`config.mk`:
```
export PLATFORM = sky130hd
export DESIGN_NAME = correlator_cmd_tx
export DESIGN_NICKNAME = d
export VERILOG_FILES = /design/src/rtl/correlator_cmd_pkg.sv /design/src/rtl/uart_tx_byte.sv /design/src/rtl/correlator_cmd_tx.sv
export SDC_FILE = /design/constraint.sdc
export NUM_CORES = 1
export LEC_CHECK = 0
export BUFFER_PORTS_ARGS = -buffer_cell sky130_fd_sc_hd__buf_4
export CAP_MARGIN = 20
export CORE_MARGIN = 1.5
export CORE_UTILIZATION = 40
export CTS_BUF_LIST = sky130_fd_sc_hd__clkbuf_4
export DETAILED_ROUTE_END_ITERATION = 10
export GPL_ROUTABILITY_DRIVEN = 0
export SETUP_SLACK_MARGIN = 0.15
export SLEW_MARGIN = 10
export SYNTH_ARGS = -nofsm -noshare
export SYNTH_HDL_FRONTEND = slang
export SYNTH_SLANG_ARGS = --single-unit
```
`constraint.sdc`:
```
create_clock -name clk -period 2.8 [get_ports clk]
set_input_delay 0.14 -clock clk [delete_from_list [all_inputs] [get_ports clk]]
set_output_delay 0.14 -clock clk [all_outputs]
set_load 0.02 [all_outputs]
```
`src/rtl/correlator_cmd_pkg.sv`:
```
`default_nettype none
// correlator_cmd_pkg: command codes, nibble-byte layout and byte builders shared with the correlator receiver.
// Rev 1.0
package correlator_cmd_pkg;

  localparam logic [3:0] CMD_RESET                = 4'd0;
  localparam logic [3:0] CMD_SET_INTEGRATION_TIME = 4'd1;
  localparam logic [3:0] CMD_SET_SAMPLE_TIME      = 4'd2;
  localparam logic [3:0] CMD_SET_ACTIVE_LINE      = 4'd3;
  localparam logic [3:0] CMD_ENABLE_MODULES       = 4'd12;
  localparam logic [3:0] CMD_COMMIT               = 4'd13;

  localparam int NIB_DATA_LSB      = 4;
  localparam int NIB_CODE_LSB      = 0;
  localparam int NIBBLES_PER_FIELD = 16;

  typedef enum logic [2:0] {
    ST_IDLE      = 3'd0,
    ST_FIELD_RST = 3'd1,
    ST_NIBBLE    = 3'd2,
    ST_ENABLE    = 3'd3,
    ST_COMMIT    = 3'd4,
    ST_FINISH    = 3'd5
  } cmd_state_t;

  function automatic logic [7:0] nibble_byte(input logic [3:0] nib, input logic [3:0] code);
    logic [7:0] b;
    b = 8'h00;
    b[NIB_DATA_LSB +: 4] = nib;
    b[NIB_CODE_LSB +: 4] = code;
    return b;
  endfunction

  // A field reset is a RESET command whose data nibble names the field.
  function automatic logic [7:0] field_reset_byte(input logic [3:0] code);
    return nibble_byte(code, CMD_RESET);
  endfunction

  function automatic logic [7:0] enable_byte(input logic [2:0] en);
    return nibble_byte({1'b0, en}, CMD_ENABLE_MODULES);
  endfunction

  function automatic logic [7:0] commit_byte();
    return nibble_byte(4'h0, CMD_COMMIT);
  endfunction

  function automatic logic [3:0] field_code(input logic [1:0] idx);
    return CMD_SET_INTEGRATION_TIME + {2'b00, idx};
  endfunction

  // Lowest set mask bit at or above 'from'; result is {found, index}.
  function automatic logic [2:0] next_field(input logic [2:0] mask, input logic [1:0] from);
    logic [2:0] res;
    res = 3'b000;
    for (int i = 2; i >= 0; i--) begin
      if (mask[i] && (2'(i) >= from)) res = {1'b1, 2'(i)};
    end
    return res;
  endfunction

endpackage
`default_nettype wire

```
`src/rtl/uart_tx_byte.sv`:
```
`default_nettype none
// uart_tx_byte: 8N1 byte serialiser with GAP_BITS idle-high bit times after the stop bit.
// Rev 1.0
module uart_tx_byte #(
  parameter int CLKS_PER_BIT = 217,
  parameter int GAP_BITS     = 2
) (
  input  logic       clk,
  input  logic       rst_n,
  input  logic [7:0] data,
  input  logic       valid,
  output logic       ready,
  output logic       TX
);

  localparam int              CNT_W          = (CLKS_PER_BIT > 1) ? $clog2(CLKS_PER_BIT) : 1;
  localparam logic [CNT_W-1:0] BIT_LAST_CLK   = CNT_W'(CLKS_PER_BIT - 1);
  localparam logic [3:0]       FRAME_LAST_BIT = 4'(9 + GAP_BITS);

  logic             active;
  logic [CNT_W-1:0] clk_cnt;
  logic [3:0]       bit_cnt;
  logic [7:0]       shreg;
  logic             bit_end;
  logic             frame_end;

  assign bit_end   = (clk_cnt == BIT_LAST_CLK);
  assign frame_end = active && bit_end && (bit_cnt == FRAME_LAST_BIT);
  // Ready in the final gap cycle lets the next start bit follow with no dead cycle.
  assign ready     = !active || frame_end;

  always_ff @(posedge clk or negedge rst_n) begin
    if (!rst_n) begin
      active  <= 1'b0;
      clk_cnt <= '0;
      bit_cnt <= 4'd0;
      shreg   <= 8'h00;
      TX      <= 1'b1;
    end else if (valid && ready) begin
      active  <= 1'b1;
      clk_cnt <= '0;
      bit_cnt <= 4'd0;
      shreg   <= data;
      TX      <= 1'b0;
    end else if (active) begin
      if (bit_end) begin
        clk_cnt <= '0;
        if (bit_cnt == FRAME_LAST_BIT) begin
          active  <= 1'b0;
          bit_cnt <= 4'd0;
          TX      <= 1'b1;
        end else begin
          bit_cnt <= bit_cnt + 4'd1;
          if (bit_cnt <= 4'd7) begin
            TX    <= shreg[0];
            shreg <= {1'b0, shreg[7:1]};
          end else begin
            TX <= 1'b1;
          end
        end
      end else begin
        clk_cnt <= clk_cnt + 1'b1;
      end
    end
  end

endmodule
`default_nettype wire

```
`src/rtl/correlator_cmd_tx.sv`:
```
`default_nettype none
// correlator_cmd_tx: snapshots a correlator configuration on start and sends it as nibble commands over UART.
// Rev 1.0
module correlator_cmd_tx #(
  parameter int CLK_FREQUENCY = 50000000,
  parameter int BAUD_RATE     = 230400,
  parameter int GAP_BITS      = 2
) (
  input  logic        clk,
  input  logic        rst_n,
  input  logic        start,
  input  logic [2:0]  field_mask,
  input  logic [63:0] integration_time,
  input  logic [63:0] sample_time,
  input  logic [63:0] active_line,
  input  logic [2:0]  enables,
  output logic        TX,
  output logic        busy,
  output logic        done
);
  import correlator_cmd_pkg::*;

  localparam int         CLKS_PER_BIT = CLK_FREQUENCY / BAUD_RATE;
  localparam logic [3:0] LAST_NIBBLE  = 4'(NIBBLES_PER_FIELD - 1);

  cmd_state_t  state, state_nx;
  logic [3:0]  nib_idx;
  logic [1:0]  fld;
  logic [2:0]  snap_mask;
  logic [2:0]  snap_en;
  logic [63:0] snap_int, snap_smp, snap_act;

  logic [7:0]  tx_data;
  logic        tx_valid;
  logic        tx_ready;
  logic        hs;
  logic [2:0]  first_fld;
  logic [2:0]  more_fld;
  logic [63:0] cur_val;
  logic [3:0]  cur_code;
  logic [3:0]  nib_sel;
  logic [3:0]  cur_nib;

  assign hs        = tx_valid & tx_ready;
  assign first_fld = next_field(field_mask, 2'd0);
  assign more_fld  = next_field(snap_mask, fld + 2'd1);
  assign cur_code  = field_code(fld);
  // The state names the byte in flight; the offered byte is the one that follows it.
  assign nib_sel   = (state == ST_NIBBLE) ? nib_idx + 4'd1 : 4'd0;
  assign cur_nib   = cur_val[{nib_sel, 2'b00} +: 4];

  always_comb begin
    case (fld)
      2'd0:    cur_val = snap_int;
      2'd1:    cur_val = snap_smp;
      default: cur_val = snap_act;
    endcase
  end

  always_comb begin
    state_nx = state;
    tx_valid = 1'b0;
    tx_data  = 8'h00;
    case (state)
      ST_IDLE: begin
        if (start) begin
          tx_valid = 1'b1;
          if (first_fld[2]) begin
            tx_data  = field_reset_byte(field_code(first_fld[1:0]));
            state_nx = ST_FIELD_RST;
          end else begin
            tx_data  = enable_byte(enables);
            state_nx = ST_ENABLE;
          end
        end
      end
      ST_FIELD_RST: begin
        tx_valid = 1'b1;
        tx_data  = nibble_byte(cur_nib, cur_code);
        if (hs) state_nx = ST_NIBBLE;
      end
      ST_NIBBLE: begin
        tx_valid = 1'b1;
        if (nib_idx != LAST_NIBBLE) begin
          tx_data = nibble_byte(cur_nib, cur_code);
        end else if (more_fld[2]) begin
          tx_data = field_reset_byte(field_code(more_fld[1:0]));
          if (hs) state_nx = ST_FIELD_RST;
        end else begin
          tx_data = enable_byte(snap_en);
          if (hs) state_nx = ST_ENABLE;
        end
      end
      ST_ENABLE: begin
        tx_valid = 1'b1;
        tx_data  = commit_byte();
        if (hs) state_nx = ST_COMMIT;
      end
      ST_COMMIT: begin
        if (tx_ready) state_nx = ST_FINISH;
      end
      ST_FINISH: begin
        state_nx = ST_IDLE;
      end
      default: begin
        state_nx = ST_IDLE;
      end
    endcase
  end

  always_ff @(posedge clk or negedge rst_n) begin
    if (!rst_n) state <= ST_IDLE;
    else        state <= state_nx;
  end

  always_ff @(posedge clk or negedge rst_n) begin
    if (!rst_n) begin
      nib_idx   <= 4'd0;
      fld       <= 2'd0;
      snap_mask <= 3'b000;
      snap_en   <= 3'b000;
      snap_int  <= 64'd0;
      snap_smp  <= 64'd0;
      snap_act  <= 64'd0;
    end else if (state == ST_IDLE && start) begin
      nib_idx   <= 4'd0;
      fld       <= first_fld[1:0];
      snap_mask <= field_mask;
      snap_en   <= enables;
      snap_int  <= integration_time;
      snap_smp  <= sample_time;
      snap_act  <= active_line;
    end else if (hs && state == ST_NIBBLE) begin
      nib_idx <= nib_idx + 4'd1;
      if (nib_idx == LAST_NIBBLE && more_fld[2]) fld <= more_fld[1:0];
    end
  end

  assign busy = (state != ST_IDLE) && (state != ST_FINISH);
  assign done = (state == ST_FINISH);

  uart_tx_byte #(
    .CLKS_PER_BIT (CLKS_PER_BIT),
    .GAP_BITS     (GAP_BITS)
  ) u_uart_tx (
    .clk   (clk),
    .rst_n (rst_n),
    .data  (tx_data),
    .valid (tx_valid),
    .ready (tx_ready),
    .TX    (TX)
  );

endmodule
`default_nettype wire

```
## Yosys cells after proc, flatten, opt, wreduce, memory -nomap -nowiden

Cells that the tools add are included.

| word-level totals | value |
|---|---|
| output and inout port bits | 3 |
| input port bits | 201 |
| flip-flop bits (word level) | 229 |

| cells by class | value |
|---|---|
| shift-type cells | 1 |
| eq/ne operators | 18 |
| bitwise operators | 1 |
| mux-type cells | 51 |
| order comparisons | 4 |
| reductions and logical operators | 25 |
| add/sub/neg operators | 7 |

Operator list:

| operator | number |
|---|---|
| $pmux W64 S2 | 1 |
| $mux W8 | 9 |
| $shiftx A64 B7 Y4 | 1 |
| $mux W3 | 14 |
| $pmux W8 S4 | 1 |
| $mux W4 | 7 |
| $mux W7 | 3 |
| $pmux W3 S5 | 1 |
| $ne A2 B2 Y1 const B | 6 |
| $logic_and A1 B1 Y1 | 10 |
| $mux W1 | 10 |
| $reduce_bool A2 Y1 | 5 |
| $add A1 B2 Y3 const A | 3 |
| $add A4 B1 Y4 const B | 2 |
| $add A8 B1 Y8 const B | 1 |
| $eq A4 B4 Y1 const B | 2 |
| $eq A8 B8 Y1 const B | 1 |
| $mux W2 | 4 |
| $eq A3 B2 Y1 const B | 2 |
| $eq A3 B3 Y1 const B | 2 |
| $reduce_and A6 Y1 | 1 |
| $ge A1 B2 Y1 const A | 2 |
| $le A4 B3 Y1 const B | 1 |
| $ne A4 B4 Y1 const B | 1 |
| other kinds (16) | 17 |

## Depth between registers and ports, before layout

Gate-level depths: netlist of the first run.

| logic depth | value |
|---|---|
| word-level depth | 11 |
| mapped depth | 10 |
| gate-level depth less buffers | 9 |

## By module

From an unflattened synthesis of the first run, not the netlist that was laid out.

| unflattened totals | value |
|---|---|
| cell total of the unflattened synthesis | 1295 |
| area total of the unflattened synthesis | 11115.7 µm² |

Modules (own cells, without submodules):

| module | area each (µm²) | times used | sequential area each (µm²) | cells each |
|---|---|---|---|---|
| correlator_cmd_tx | 9870.7 | 1 | 5180.0 | 1190 |
| uart_tx_byte | 1244.9 | 1 | 551.8 | 105 |

## Worst setup path before layout of the first run

Ideal clock, no wire load.

| path | value |
|---|---|
| kind | reg2reg |
| start | register fld[0] |
| end | register u_uart_tx.shreg[6] |
| required time | 2.713 ns |
| setup slack | 0.603 ns |
| clock period less this slack | 2.197 ns |
| path buffers | 2 |
| stages on the path, launching flop included | 11 |
| data arrival time | 2.111 ns |
| path through | dfrtp_1 > inv_1 > ha_1 > nor2_2 > buf_2 > buf_1 > nand2_1 > a311oi_1 > a31oi_1 > o21a_1 > o211ai_1 |

| between the ends | value |
|---|---|
| cells in the longest elaborated chain, start to end | 11 |
| elaborated cells on any way between the ends | 19 |
| those cells by class | add/sub (2); order compare (3); eq/ne (1); shift (1); mux (8); reduce/logical (4) |

RTL lines:

| element | RTL line | source |
|---|---|---|
| start: declaration | correlator_cmd_tx.sv:28 | `logic [1:0] fld;` |
| start signal: assignment | correlator_cmd_tx.sv:127 | `fld <= first_fld[1:0];` |
| start signal: assignment | correlator_cmd_tx.sv:135 | `if (nib_idx == LAST_NIBBLE && more_fld[2]) fld <= more_fld[1:0];` |
| $add A2 B1 Y2 | correlator_cmd_tx.sv:46 | `assign more_fld = next_field(snap_mask, fld + 2'd1);` |
| $ge A2 B2 Y1 | correlator_cmd_pkg.sv:56 | `if (mask[i] && (2'(i) >= from)) res = {1'b1, 2'(i)};` |
| $logic_and A1 B1 Y1 | correlator_cmd_pkg.sv:56 |  |
| $mux W3 (3 in a row) | correlator_cmd_pkg.sv:56 |  |
| $add A1 B2 Y3 | correlator_cmd_pkg.sv:48 | `return CMD_SET_INTEGRATION_TIME + {2'b00, idx};` |
| $mux W7 | correlator_cmd_tx.sv:86 | `end else if (more_fld[2]) begin` |
| $mux W8 | correlator_cmd_tx.sv:84 | `if (nib_idx != LAST_NIBBLE) begin` |
| $pmux W8 S4 * | correlator_cmd_tx.sv:64 | `case (state)` |
| $mux W8 * | uart_tx_byte.sv:39 | `end else if (valid && ready) begin` |
| end signal: assignment | uart_tx_byte.sv:43 | `shreg <= data;` |
| end signal: assignment | uart_tx_byte.sv:56 | `shreg <= {1'b0, shreg[7:1]};` |
| end: declaration | uart_tx_byte.sv:23 | `logic [7:0] shreg;` |

Mark *: on every way between the ends. The rest lies on a longest branch, timed or not.
A chain may end at the register's enable or synchronous reset.

## Worst setup path after layout of the first run

| path | value |
|---|---|
| start | register fld[1] |
| end | register u_uart_tx.shreg[7] |

| between the ends | value |
|---|---|
| cells in the longest elaborated chain, start to end | 6 |
| elaborated cells on any way between the ends | 7 |
| those cells by class | eq/ne (1); shift (1); mux (4); reduce/logical (1) |

RTL lines:

| element | RTL line | source |
|---|---|---|
| $eq A2 B1 Y1 / $logic_not A2 Y1 (equally long branches) | correlator_cmd_tx.sv:53 | `case (fld)` |
| $pmux W64 S2 * | correlator_cmd_tx.sv:53 |  |
| $shiftx A64 B7 Y4 * | correlator_cmd_tx.sv:50 | `assign cur_nib = cur_val[{nib_sel, 2'b00} +: 4];` |
| $mux W8 | correlator_cmd_tx.sv:84 |  |
| $pmux W8 S4 * | correlator_cmd_tx.sv:64 |  |
| $mux W8 * | uart_tx_byte.sv:39 |  |

Marked as above.

==> metrics.csv, run 1 <==
metric;value;unit
Net Count, Synth;1514;
CP Cell Sequence;inv_1, ha_2, nor2_4, buf_12, a2111oi_0, a31oi_1, mux2_2, o221ai_2, nand3_1;
Critical R2R Launch;fld[1];
CTS tree;yes;
Worst Path Required;3.34;ns
final hold vios;0;
Yosys cell types;65;
Synth area leader;dfrtp_1;
DIE WIDTH;169;um
Fmax achieved;0.397;GHz
via count;10900;
Area growth, synth to finish;42.9;%
RR Endpoint;u_uart_tx.shreg[7];
antenna-violating nets left;0;
total power;6.69;mW
pre-CTS WS;0.230;ns
metal2 WL;17500;um
Design Area, Final;15800;sq um
critical path's largest stage delay;0.58;ns
mean routed wirelength per cell;17.5;um
deepest clock path buffer count;3;
Fill cells;2339;
Main synth FF type;dfrtp_1;
vias in the first global route;11100;
layout cells sized above 1;20.4;%
wire length on met3;2040;um
Skew-Pair Late Insertion Delay;0.71;ns
worst-margin pin slew;0.690;ns
# port buffers;203;
WP data arrival;3.06;ns
largest net degree at the start of global routing;145;
Final period util;90.0;%
Syn Area/Cell;8.49;sq um
Crit-path slowest cell;a2111oi_0;
reg2reg setup slack;0.28;ns
uppermost layer routed;met4;
TritonCTS buffer count;60;
Post-DP HPWL;24100;um
DP Area;13100;sq um
Pre-Repair DR Iteration Count;5;
Slew headroom;53.6;%
# clock sinks;229;
Clock transition at path regs;0.06;ns
DRC Markers;0;
initial antenna violation count;1;
ranking of synthesized cells by area;dfrtp_1 (52%), nand2_1 (22%), a22o_1 (3.7%), clkbuf_1 (2.0%), a21oi_1 (1.9%);
Post-Syn Instances;1303;
beginning of the critical path;fld[1];
Lkg Pwr;8.20;nW
Pins Over Slew Limit;0;
Crit Path Class;reg -> reg;
r2r worst-path depth;9;
min-delay worst type;in -> async;
clock root buffer;clkbuf_4;
most common cell in the netlist;nand2_1;
Setup TNS Final;0;ns
total gr overflow;0;
first-pass GRT wire length;57500;um
initial core utilization;40.9;%
WP buf/inv;2;
top cells by count, synth;nand2_1 (641), dfrtp_1 (228), clkbuf_1 (59);
Crit path max-delay family;compound AO/OA/AOI/OAI gates;
RSZ-0062 raised after global routing;true;
CP startpoint kind;flip-flop;
Critical Path Sink Type;flip-flop;
fin crit period;2.52;ns
max cap viols;0;
Tot GR Track Use;25.8;%
outcome;finished, final reports clean;
final setup violation count;0;
Layout Utilization;58.5;%
Rows;60;
DR iter-0 viols;815;
share of the synthesized area in the top cell type;51.6;%
mapped cell area;11100;sq um
cell depth of the worst setup path;9;
H-tree levels;2;
Ys Warns;0;
Final WS setup;0.279;ns
M1 WL;16000;um
Fin Clk Skew;0.0535;ns
DRT Wirelength;36800;um
register bit total from synthesis;229;
Die ar.;28700;sq um
chip height;169;um
I/O Pins;204;
IR drop worst, VDD;0.200;mV
Core Area;27000;sq um
Post-synth EDFFs;0;
post-DR vias/cell;5.18;
NumNets Final;1930;
top fanout value on the critical path;45;
sequential cell area fraction in the yosys report;51.8;%
CP endpoint;u_uart_tx.shreg[7];
pwr dens;423;nW/um^2
ys async rst share;100;%
-- metrics by stage --
stage	hold WS [ns]	std cells
final	0.0348	2099
after global routing	0.0531	2099
after CTS	0.0141	2097
after detailed placement	0.177	1797
after global placement	0.183	1797
after floorplan	-0.156	1303
-- report_power, final --
| part | switching, mW | total [mW] | internal [mW] |
|---|---|---|---|
| sequential | 0.00129 | 3.31 | 3.31 |
| clock | 1.37 | 2.82 | 1.45 |
| combinational | 0.180 | 0.555 | 0.374 |
-- cell type report --
cell class	instances	area (sq um)	area share, %
Multi-Input combinational cell	983	4990	31.5
Tap cell	341	427	2.70
Sequential cell	229	5730	36.2
Timing Repair Buffer	434	3900	24.7
Inverter	11	41.3	0.261
Clock inverter	10	48.8	0.309
Clock buffer	90	676	4.27
Antenna cell	1	2.50	0.0158
-- registers in the layout, summed over array words and instances (netlist names) --
signal,flops
snap_smp,64
snap_int,64
snap_mask,3
fld,2
snap_en,3
nib_idx,4
u_uart_tx.bit_cnt,4
u_uart_tx.active,1
u_uart_tx.TX,1
snap_act,64
state,3
u_uart_tx.shreg,8
u_uart_tx.clk_cnt,8
-- layout by cell type (no fill, tap or decap), drive strengths merged, types with 8 or more instances in the layout --
cell,count
and3,10
a22o,47
nor2,25
nand2,642
clkinv,9
inv,12
nor3,10
a31oi,11
o21ai,27
buf,234
nand3,19
a2111oi,8
a22oi,21
dlygate4sd3,200
ha,10
clkbuf,90
a211oi,13
mux2i,10
dfrtp,228
nand4,8
a21oi,41
-- logic make-up (layout without fill, tap and decap cells) --
kind of cell / count (synthesis) / count (layout) / share of synthesized area, %
flip-flops: 229 / 229 / 51.8
adder cells (fa/ha/maj): 10 / 10 / 1.13
multiplexers: 19 / 19 / 2.43
other: 0 / 1 / 0
AND/OR/NAND/NOR: 745 / 746 / 27.5
buffers and inverters: 92 / 545 / 3.43
AO/OA/AOI/OAI: 201 / 201 / 13.1
XOR/XNOR: 7 / 7 / 0.622
-- worst min-delay path by stage --
stage           from      endpoint  slack (ns)  cells after the start
6_report       rst_n  snap_act[33]        0.03                      2
5_1_grt        rst_n  snap_act[52]        0.05                      2
4_1_cts        rst_n  snap_act[53]        0.01                      2
3_5_place_dp   rst_n  snap_act[63]        0.18                      1
3_3_place_gp   rst_n  snap_smp[39]        0.18                      1
2_1_floorplan  rst_n        fld[0]       -0.16                      0
-- routing by layer --
| layer | track usage, % | vias to the layer above |
|---|---|---|
| met5 | 0 | - |
| met4 | 11.1 | 0 |
| met3 | 4.24 | 104 |
| met2 | 41.8 | 375 |
| met1 | 34.2 | 5184 |
| li1 | - | 5204 |
-- repair_timing --
| action | in CTS | in global routing |
|---|---|---|
| hold endpoints to repair | 427 | 0 |
| hold buffers | 200 | 0 |
| endpoints found under the setup margin | 0 | 1 |
| buffers inserted | 0 | 0 |
| gates resized for setup | 0 | 3 |
No activity file was read; power rests on OpenSTA's default activity.
==> run 2: changes to the inputs <==
- HOLD_SLACK_MARGIN: default -> 0.15
==> metrics.csv, run 2 (synthesis results as in run 1) <==
metric;value;unit
Setup TNS Final;0;ns
clock root buffer;clkbuf_4;
Fin Clk Skew;0.0502;ns
chip height;169;um
worst-margin pin slew;0.733;ns
DP Area;13100;sq um
beginning of the critical path;fld[0];
Area growth, synth to finish;53.0;%
layout cells sized above 1;19.4;%
H-tree levels;2;
total power;6.83;mW
Pins Over Slew Limit;0;
Inst Count DP;1797;
Tot GR Track Use;28.0;%
DR iter-0 viols;841;
outcome;finished, final reports clean;
Final WS setup;0.275;ns
total gr overflow;0;
via count;11500;
TritonCTS buffer count;60;
Rows;60;
DIE WIDTH;169;um
CTS tree;yes;
Crit Path Class;reg -> reg;
antenna-violating nets left;0;
Skew-Pair Late Insertion Delay;0.71;ns
mean routed wirelength per cell;18.0;um
final setup violation count;0;
Lkg Pwr;8.66;nW
Layout Utilization;62.6;%
# port buffers;203;
pwr dens;403;nW/um^2
I/O Pins;204;
Pre-Repair DR Iteration Count;7;
Design Area, Final;16900;sq um
largest net degree at the start of global routing;145;
commonest non-fill, non-tap cell in the layout;nand2_1;
min-delay worst type;in -> reg;
initial core utilization;40.9;%
Worst Path Required;3.34;ns
NumNets Final;2043;
Critical R2R Launch;fld[0];
commonest cells after routing, fill and taps aside;nand2_1 (640), dlygate4sd3_1 (309), dfrtp_1 (228), buf_4 (226), clkbuf_4 (90);
biggest regs;snap_act x64, snap_int x64, snap_smp x64;
Slew headroom;50.8;%
max cap viols;0;
Final period util;90.2;%
Clock transition at path regs;0.07;ns
post-DR vias/cell;5.22;
DRT Wirelength;39900;um
Critical Path Sink Type;flip-flop;
fin crit period;2.52;ns
CP startpoint kind;flip-flop;
pre-CTS WS;0.230;ns
deepest clock path buffer count;3;
WP data arrival;3.07;ns
RSZ-0062 raised after global routing;true;
Hold Path Origin;active_line[22];
# clock sinks;229;
Non-Filler Instances;2214;
Die ar.;28700;sq um
DRC Markers;0;
Hold Slack;0.194;ns
Post-DP HPWL;24100;um
IR drop worst, VDD;0.206;mV
top fanout value on the critical path;45;
vias in the first global route;12000;
final hold vios;0;
first-pass GRT wire length;62300;um
initial antenna violation count;2;
Fmax achieved;0.396;GHz
Core Area;27000;sq um
[run 2: cell count changes in the layout (fill, tap and decap cells not counted)]
cell,change
diode_2,+2
dlygate4sd3_1,+109
ha_4,-1
ha_2,+1
buf_6,-1
buf_4,+5
[run 2: power by group]
part / internal, mW / switching (mW)
logic: 0.467 / 0.210
registers: 3.31 / 0.00131
clock network: 1.45 / 1.39
[run 2: area by class of cell]
cell class	count	area (sq um)
repair buffers	547	5020
well taps	341	427
fillers	2159	10100
multi-input cells	983	4980
flip-flops and latches	229	5730
inverters	11	41.3
clock inverters	10	48.8
clock buffers	90	676
diodes	3	7.51
[run 2: timing repair]
item	4_1_cts	5_1_grt
setup endpoints to repair	0	2
gates resized for setup	0	1
endpoints found under the hold margin	438	0
setup buffers	0	4
hold buffers	309	0
[run 2: path summary, 6_finish.rpt]
path	endpoint	slack, ns	cells after the start
max reg2reg	u_uart_tx.shreg[7]	0.28	9
min in group asynchronous	snap_act[52]	0.59	3
max in group asynchronous	u_uart_tx.TX	1.37	4
min	snap_act[22]	0.19	4
min reg2reg	snap_int[28]	0.47	2
max	u_uart_tx.shreg[7]	0.28	9
[run 2: layer usage]
metal,up-vias,global-route usage (%),part of all wire (%)
li1,5436,-,-
met1,5553,35.1,42
met4,0,12.7,3.8
met5,-,0,0
met2,432,47.3,49
met3,126,4.97,5.7
[run 2: critical path: stages, from the launching register on]
cell	delay, ns
dfrtp_1	0.42
inv_1	0.12
ha_2	0.32
nor2_4	0.11
buf_12	0.20
a2111oi_0	0.60
a31oi_1	0.08
mux2_2	0.30
o221ai_2	0.17
nand3_1	0.09
